===== src/rtl/rob_line_unpacker.sv =====
// ============================================================================
// Module   : rob_line_unpacker
// Brief    : Splits in-order ROB cache lines into WORD_W words, lowest word
//            first, and tracks a programmed per-job line count.
//            Optional stall counters: define ROB_LINE_UNPACKER_STATS_EN.
// Revision : 1.0  initial release
// ============================================================================
`default_nettype none

module rob_line_unpacker #(
    parameter int LINE_W = 512,
    parameter int WORD_W = 32,
    parameter int CNT_W  = 32
) (
    input  logic              clk,
    input  logic              resetb,
    input  logic              start,
    input  logic [CNT_W-1:0]  num_lines,
    input  logic              rob_valid,
    input  logic [LINE_W-1:0] rob_data,
    output logic              rob_ready,
    output logic              word_valid,
    output logic [WORD_W-1:0] word_data,
    output logic              word_last,
    input  logic              word_ready,
`ifdef ROB_LINE_UNPACKER_STATS_EN
    output logic [CNT_W-1:0]  stall_in_cycles,
    output logic [CNT_W-1:0]  stall_out_cycles,
`endif
    output logic              busy,
    output logic              done,
    output logic [CNT_W-1:0]  lines_consumed
);

    localparam int                 c_NWORDS   = LINE_W / WORD_W;
    localparam int                 c_IDX_W    = (c_NWORDS > 1) ? $clog2(c_NWORDS) : 1;
    localparam logic [c_IDX_W-1:0] c_LAST_IDX = c_IDX_W'(c_NWORDS - 1);
    localparam logic [c_IDX_W-1:0] c_IDX_ONE  = c_IDX_W'(1);
    localparam logic [CNT_W-1:0]   c_CNT_ONE  = CNT_W'(1);

    localparam logic [1:0] c_ST_IDLE = 2'd0;
    localparam logic [1:0] c_ST_RUN  = 2'd1;
    localparam logic [1:0] c_ST_DONE = 2'd2;

    logic [1:0]         r_state;
    logic [LINE_W-1:0]  r_buf;
    logic               r_buf_valid;
    logic [c_IDX_W-1:0] r_idx;
    logic [CNT_W-1:0]   r_num_lines;
    logic [CNT_W-1:0]   r_lines_accepted;
    logic [CNT_W-1:0]   r_lines_consumed;
    logic               r_done;

    logic w_in_run;
    logic w_start_ok;
    logic w_word_hs;
    logic w_last_hs;
    logic w_rob_ready;
    logic w_line_hs;
    logic w_word_last;

    assign w_in_run   = (r_state == c_ST_RUN);
    assign w_start_ok = start && !w_in_run;
    assign w_word_hs  = r_buf_valid && word_ready;
    assign w_last_hs  = w_word_hs && (r_idx == c_LAST_IDX);

    // A new line may land in the same edge the final word of the current one leaves.
    assign w_rob_ready = w_in_run && (r_lines_accepted < r_num_lines) &&
                         (!r_buf_valid || w_last_hs);
    assign w_line_hs   = rob_valid && w_rob_ready;

    assign w_word_last = r_buf_valid && (r_idx == c_LAST_IDX) &&
                         (r_lines_consumed == (r_num_lines - c_CNT_ONE));

    always_ff @(posedge clk) begin
        if (resetb) begin
            r_state          <= c_ST_IDLE;
            r_buf            <= '0;
            r_buf_valid      <= 1'b0;
            r_idx            <= '0;
            r_num_lines      <= '0;
            r_lines_accepted <= '0;
            r_lines_consumed <= '0;
            r_done           <= 1'b0;
        end else begin
            case (r_state)
                c_ST_RUN: begin
                    if (w_word_hs) begin
                        if (r_idx == c_LAST_IDX) begin
                            r_idx            <= '0;
                            r_buf_valid      <= 1'b0;
                            r_lines_consumed <= r_lines_consumed + c_CNT_ONE;
                        end else begin
                            r_idx <= r_idx + c_IDX_ONE;
                        end
                    end
                    if (w_line_hs) begin
                        r_buf            <= rob_data;
                        r_buf_valid      <= 1'b1;
                        r_idx            <= '0;
                        r_lines_accepted <= r_lines_accepted + c_CNT_ONE;
                    end
                    if (w_word_hs && w_word_last) begin
                        r_state <= c_ST_DONE;
                        r_done  <= 1'b1;
                    end
                end
                default: begin
                    if (start) begin
                        r_num_lines      <= num_lines;
                        r_lines_accepted <= '0;
                        r_lines_consumed <= '0;
                        r_buf_valid      <= 1'b0;
                        r_idx            <= '0;
                        if (num_lines == '0) begin
                            r_state <= c_ST_DONE;
                            r_done  <= 1'b1;
                        end else begin
                            r_state <= c_ST_RUN;
                            r_done  <= 1'b0;
                        end
                    end
                end
            endcase
        end
    end

`ifdef ROB_LINE_UNPACKER_STATS_EN
    logic [CNT_W-1:0] r_stall_in;
    logic [CNT_W-1:0] r_stall_out;

    always_ff @(posedge clk) begin
        if (resetb || w_start_ok) begin
            r_stall_in  <= '0;
            r_stall_out <= '0;
        end else begin
            if (w_in_run && !r_buf_valid && !rob_valid) begin
                r_stall_in <= r_stall_in + c_CNT_ONE;
            end
            if (r_buf_valid && !word_ready) begin
                r_stall_out <= r_stall_out + c_CNT_ONE;
            end
        end
    end

    assign stall_in_cycles  = r_stall_in;
    assign stall_out_cycles = r_stall_out;
`endif

    assign rob_ready      = w_rob_ready;
    assign word_valid     = r_buf_valid;
    assign word_data      = r_buf[int'(r_idx) * WORD_W +: WORD_W];
    assign word_last      = w_word_last;
    assign busy           = w_in_run;
    assign done           = r_done;
    assign lines_consumed = r_lines_consumed;

endmodule

`default_nettype wire


===== config.mk =====
export PLATFORM = sky130hd
export DESIGN_NAME = rob_line_unpacker
export DESIGN_NICKNAME = d
export VERILOG_FILES = /design/src/rtl/rob_line_unpacker.sv
export SDC_FILE = /design/constraint.sdc
export NUM_CORES = 2
export LEC_CHECK = 0
export CAP_MARGIN = 5
export CORE_UTILIZATION = 29
export CTS_CLUSTER_DIAMETER = 50
export DETAILED_ROUTE_END_ITERATION = 7
export DONT_BUFFER_PORTS = 1
export PLACE_DENSITY_LB_ADDON = 0.3
export SYNTH_ARGS = -nofsm -noshare
export SYNTH_HDL_FRONTEND = slang
export SYNTH_SLANG_ARGS = --single-unit

===== constraint.sdc =====
create_clock -name clk -period 5.1 [get_ports clk]
set_clock_uncertainty 0.1 [all_clocks]
set_input_delay 1.53 -clock clk [delete_from_list [all_inputs] [get_ports clk]]
set_output_delay 1.53 -clock clk [all_outputs]
set_load 0.01 [all_outputs]

Word level (Yosys, flattened, before mapping)
Cells that the tools add are included.
{"block": "totals", "register_bits": 616, "inputBits": 549, "output_inout_bits": 69}
{"block": "classes", "addsub": 4, "magnitude_cmp": 1, "eq_ne": 9, "shift": 1, "muxes": 24, "n_bitwise": 1, "reduce_logical": 19}
{"op": "variable part select 512 x 10 -> 32 bit", "n": 1}
{"op": "2-to-1 mux 32 bit", "n": 6}
{"op": "adder 32 x 1 -> 32 bit (second input constant)", "n": 2}
{"op": "== test 32 bit", "n": 1}
{"op": "zero test 32 bit", "n": 1}
{"op": "< comparator 32 bit", "n": 1}
{"op": "subtractor 32 x 1 -> 32 bit (second input constant)", "n": 1}
{"op": "2-to-1 mux 4 bit", "n": 5}
{"op": "AND reduction 2 bit", "n": 5}
{"op": "2-to-1 mux 1 bit", "n": 9}
{"op": "logical AND 1 bit", "n": 8}
{"op": "2-to-1 mux 2 bit", "n": 4}
{"op": "inequality test 2 x 1 -> 1 bit (second input constant)", "n": 4}
{"op": "inequality test 3 x 1 -> 1 bit (second input constant)", "n": 2}
{"op": "AND reduction 3 bit", "n": 2}
{"op": "adder 4 x 1 -> 4 bit (second input constant)", "n": 1}
{"op": "== test 4 bit (second input constant)", "n": 1}
{"op": "== test 2 x 1 -> 1 bit (second input constant)", "n": 1}
{"op": "nonzero test 2 bit", "n": 1}
{"op": "zero test 1 bit", "n": 1}
{"op": "logical OR 1 bit", "n": 1}
{"op": "NOT 1 bit", "n": 1}

Depth between registers and ports, before layout
{"block": "depth", "word_depth": 7, "ltp_mapped": 14}

Worst setup path before layout
No wires, ideal clock.
{"block": "synth_path", "kind": "register -> output", "startpoint": "reg r_num_lines[13]", "endpoint": "out word_last", "t_arrival_ns": 2.554, "required_ns": 3.470, "setup_slack_ns": 0.916, "stages_incl_launch_ff": 7, "n_path_buf": 0, "path_cell_list": "dfxtp_1 or4_4 nor4_2 nand4b_1 or4b_1 a22o_2 nor3_1"}
{"block": "synth_via", "elab_chain_len": 3}
{"item": "from (decl)", "line_no": "49", "text": "logic [CNT_W-1:0] r_num_lines;"}
{"item": "from (signal assigned)", "line_no": "110", "text": "r_num_lines <= num_lines;"}
{"item": "subtractor 32 x 1 -> 32 bit", "line_no": "73", "text": "(r_lines_consumed == (r_num_lines - c_CNT_ONE));"}
{"item": "== test 32 bit", "line_no": "73"}
{"item": "logical AND 1 bit", "line_no": "72", "text": "assign w_word_last = r_buf_valid && (r_idx == c_LAST_IDX) &&"}
{"item": "to (decl)", "line_no": "24", "text": "output logic word_last,"}
No other way between the ends.

Final worst setup path
Same ends and word-level chain as after synthesis.

==> results.toml <==
[run_status]
status = "finished with violations"
violations = "max-slew violations"

[sta]
drv_slew = 273
hold_viol = 0
setup_violations = 0
rsz0062_at_grt = "no"
worst_slew_pin_slew_ns = 2.27
tns_ns = 0
slew_headroom_pct = -51.1
min_period_over_period_pct = 96.5
fmax_mhz = 203
layout_min_cycle_time_ns = 4.92

[placed_design]
dp.cells = 4304
gp_congestion = 0.893
io_buffers = 0
dpl.hpwl_mm = 75.0

[synthesis]
synth.distinct_cells = 72
synth_seq_area_share_pct = 44.6
async_flop_share_pct = 0
syn_nets = 3851
ys.flop_type = "dfxtp_1"
yosys_warnings = 0
syn_inst = 3267
syn_avg_cell_area_um2 = 8.46
yosys_register_bits = 616
synth-edff-count = 0
netlist_area_um2 = 27600

[cts]
clkSinkCount = 616
htree_levels = 3
cts_setup_buffers = 0
clkLatencyLatePin_ns = 0.67
clkSlewWorstSetupHoldPaths_ns = 0.06
clockRootBuffer = "clkbuf_16"
clockBufferDepth = 3
cts_tree = "built"
numCtsBuffers = 89

[die]
fp.dieW_um = 311
dieArea_um2 = 96600
pin_count = 618
die_h_um = 311
num_rows = 112
core-area_um2 = 93900
start_util_pct = 29.4

[flow_run]
drv_cap = 0

[global_route]
antenna_found_initial = 31
grt_pass1_vias = 21972
grt_overflow = 0
grt_max_degree = 559
grt_pass1_wl_mm = 148
grt_use_total_pct = 20.6

[critical_path]
end_kind = "output pin"
crit_arrival_ns = 3.29
startpoint_type = "flop"
crit_path_max_fanout = 7
cp.required_ns = 3.47
path_class = "reg -> out"

[route]
drc = 0
detail_route.iter0.violations = 2182
ant_nets = 0
wirelength_mm = 103
via_per_inst = 5.21
num_vias = 23334
drtPass1Iterations = 7
post_drt_wl_per_cell_um = 23.1

[cells_and_area]
fin_cells = 4477
final_cell_mix = "nand2_1, dfxtp_1, a21oi_1"
layout_commonest_cell = "nand2_1"
final_net_count = 3725
drive_above_1_share_pct = 11.5
syn_to_final_growth_pct = 14.6

[min_path]
hp-class = "reg -> reg"

[power]
max-vdd-ir-drop_uv = 278
cellPowerDensity_nw_per_um2 = 391
p_leak_uw = 0.0103
[worst paths after layout]
kind,from,end,slack [ns],depth (start not counted)
setup / recovery,r_num_lines[13]$_SDFFE_PP0P_,word_last,0.18,6
hold / removal,r_buf[453]$_SDFFE_PP0P_,r_buf[453]$_SDFFE_PP0P_,0.35,2
setup reg to reg,r_idx[1]$_SDFFE_PP0P_,r_buf[221]$_SDFFE_PP0P_,1.04,10
hold reg to reg,r_buf[453]$_SDFFE_PP0P_,r_buf[453]$_SDFFE_PP0P_,0.35,2
[metrics by stage]
step	hold WS [ns]	util [%]	total power (uW)	cell area (um2)	setup WS, ns
3_5_place_dp	0.342	30.5	6290	28600	0.584
6_report	0.348	33.7	12400	31700	0.176
2_1_floorplan	0.333	-	6010	27600	0.916
5_1_grt	0.364	33.7	12900	31700	0.0138
4_1_cts	0.350	33.7	12500	31600	0.00628
3_3_place_gp	0.337	30.5	6270	28600	0.630
[final cells by class]
cell class / instances / area, um2
fill: 9899 / 62200
sequential: 616 / 12300
multi-input combinational: 2354 / 14200
tap: 1254 / 1570
antenna: 14 / 35.0
clock inverter: 51 / 586
clock buffer: 108 / 2400
timing repair buffer: 31 / 383
inverter: 49 / 184
[routing by layer]
metal | wire, um | GRT usage, % | part of all wire, %
met3 | 8010 | 6.25 | 7.8
met5 | 46 | 0 | 0.045
met4 | 3910 | 8.51 | 3.8
met2 | 46700 | 31.7 | 45
met1 | 44600 | 26.7 | 43
[cells in the mapped netlist (4+ instances only)]
cell type / number / area [um2]
o21a_1: 7 / 52.6
a21oi_1: 604 / 3020
nor3_1: 21 / 105
buf_1: 12 / 45.0
and2_1: 5 / 31.3
mux4_2: 160 / 3600
or4b_1: 6 / 60.1
nor2_1: 60 / 225
nand4b_1: 4 / 35.0
and3_1: 21 / 131
dfxtp_1: 616 / 12300
and4_1: 4 / 35.0
or4_1: 13 / 97.6
xnor2_1: 33 / 289
nand2_1: 1137 / 4270
nor2b_1: 5 / 31.3
nor4_1: 14 / 87.6
xor2_1: 23 / 201
o31ai_1: 14 / 105
ha_1: 35 / 438
o21ai_0: 22 / 110
a21o_1: 12 / 90.1
nand4_1: 37 / 231
buf_2: 26 / 130
o41ai_1: 6 / 52.6
clkbuf_1: 207 / 777
nand2b_1: 8 / 50.1
nand3_1: 26 / 130
a31oi_1: 4 / 25.0
inv_1: 49 / 184
or3_1: 15 / 93.8
[state kept, by name, summed over array words and instances (netlist names)]
register / cells
done: 1
r_idx: 4
r_num_lines: 32
lines_consumed: 32
r_lines_accepted: 32
r_state: 2
word_valid: 1
r_buf: 512
[cells by family after synthesis]
| logic type | after synthesis | synth area share, % |
|---|---|---|
| compound gates | 699 | 13.5 |
| xor+xnor | 56 | 1.77 |
| fa+ha+maj | 35 | 1.58 |
| buf+inv | 297 | 4.24 |
| flops | 616 | 44.6 |
| mux | 161 | 13.1 |
| simple gates | 1403 | 21.3 |
[worst max-delay path: stages (launching register included)]
cell,delay [ns]
dfxtp_1,0.36
or4_4,0.60
nor4_4,0.38
nand4b_1,0.24
or4b_1,0.51
a22o_2,0.28
nor3_2,0.28
[timing repair]
item,CTS,global route
endpoints found under the setup margin,1,1
gates resized for setup,1,3
hold buffers,0,0
[power by group]
part	switching, uW	internal (uW)	leakage, uW
Clock	2480	3710	0.00145
Combinational	652	362	0.00386
Sequential	145	5040	0.00500
Total	3280	9110	0.0103
No activity file was read; power rests on OpenSTA's default activity.
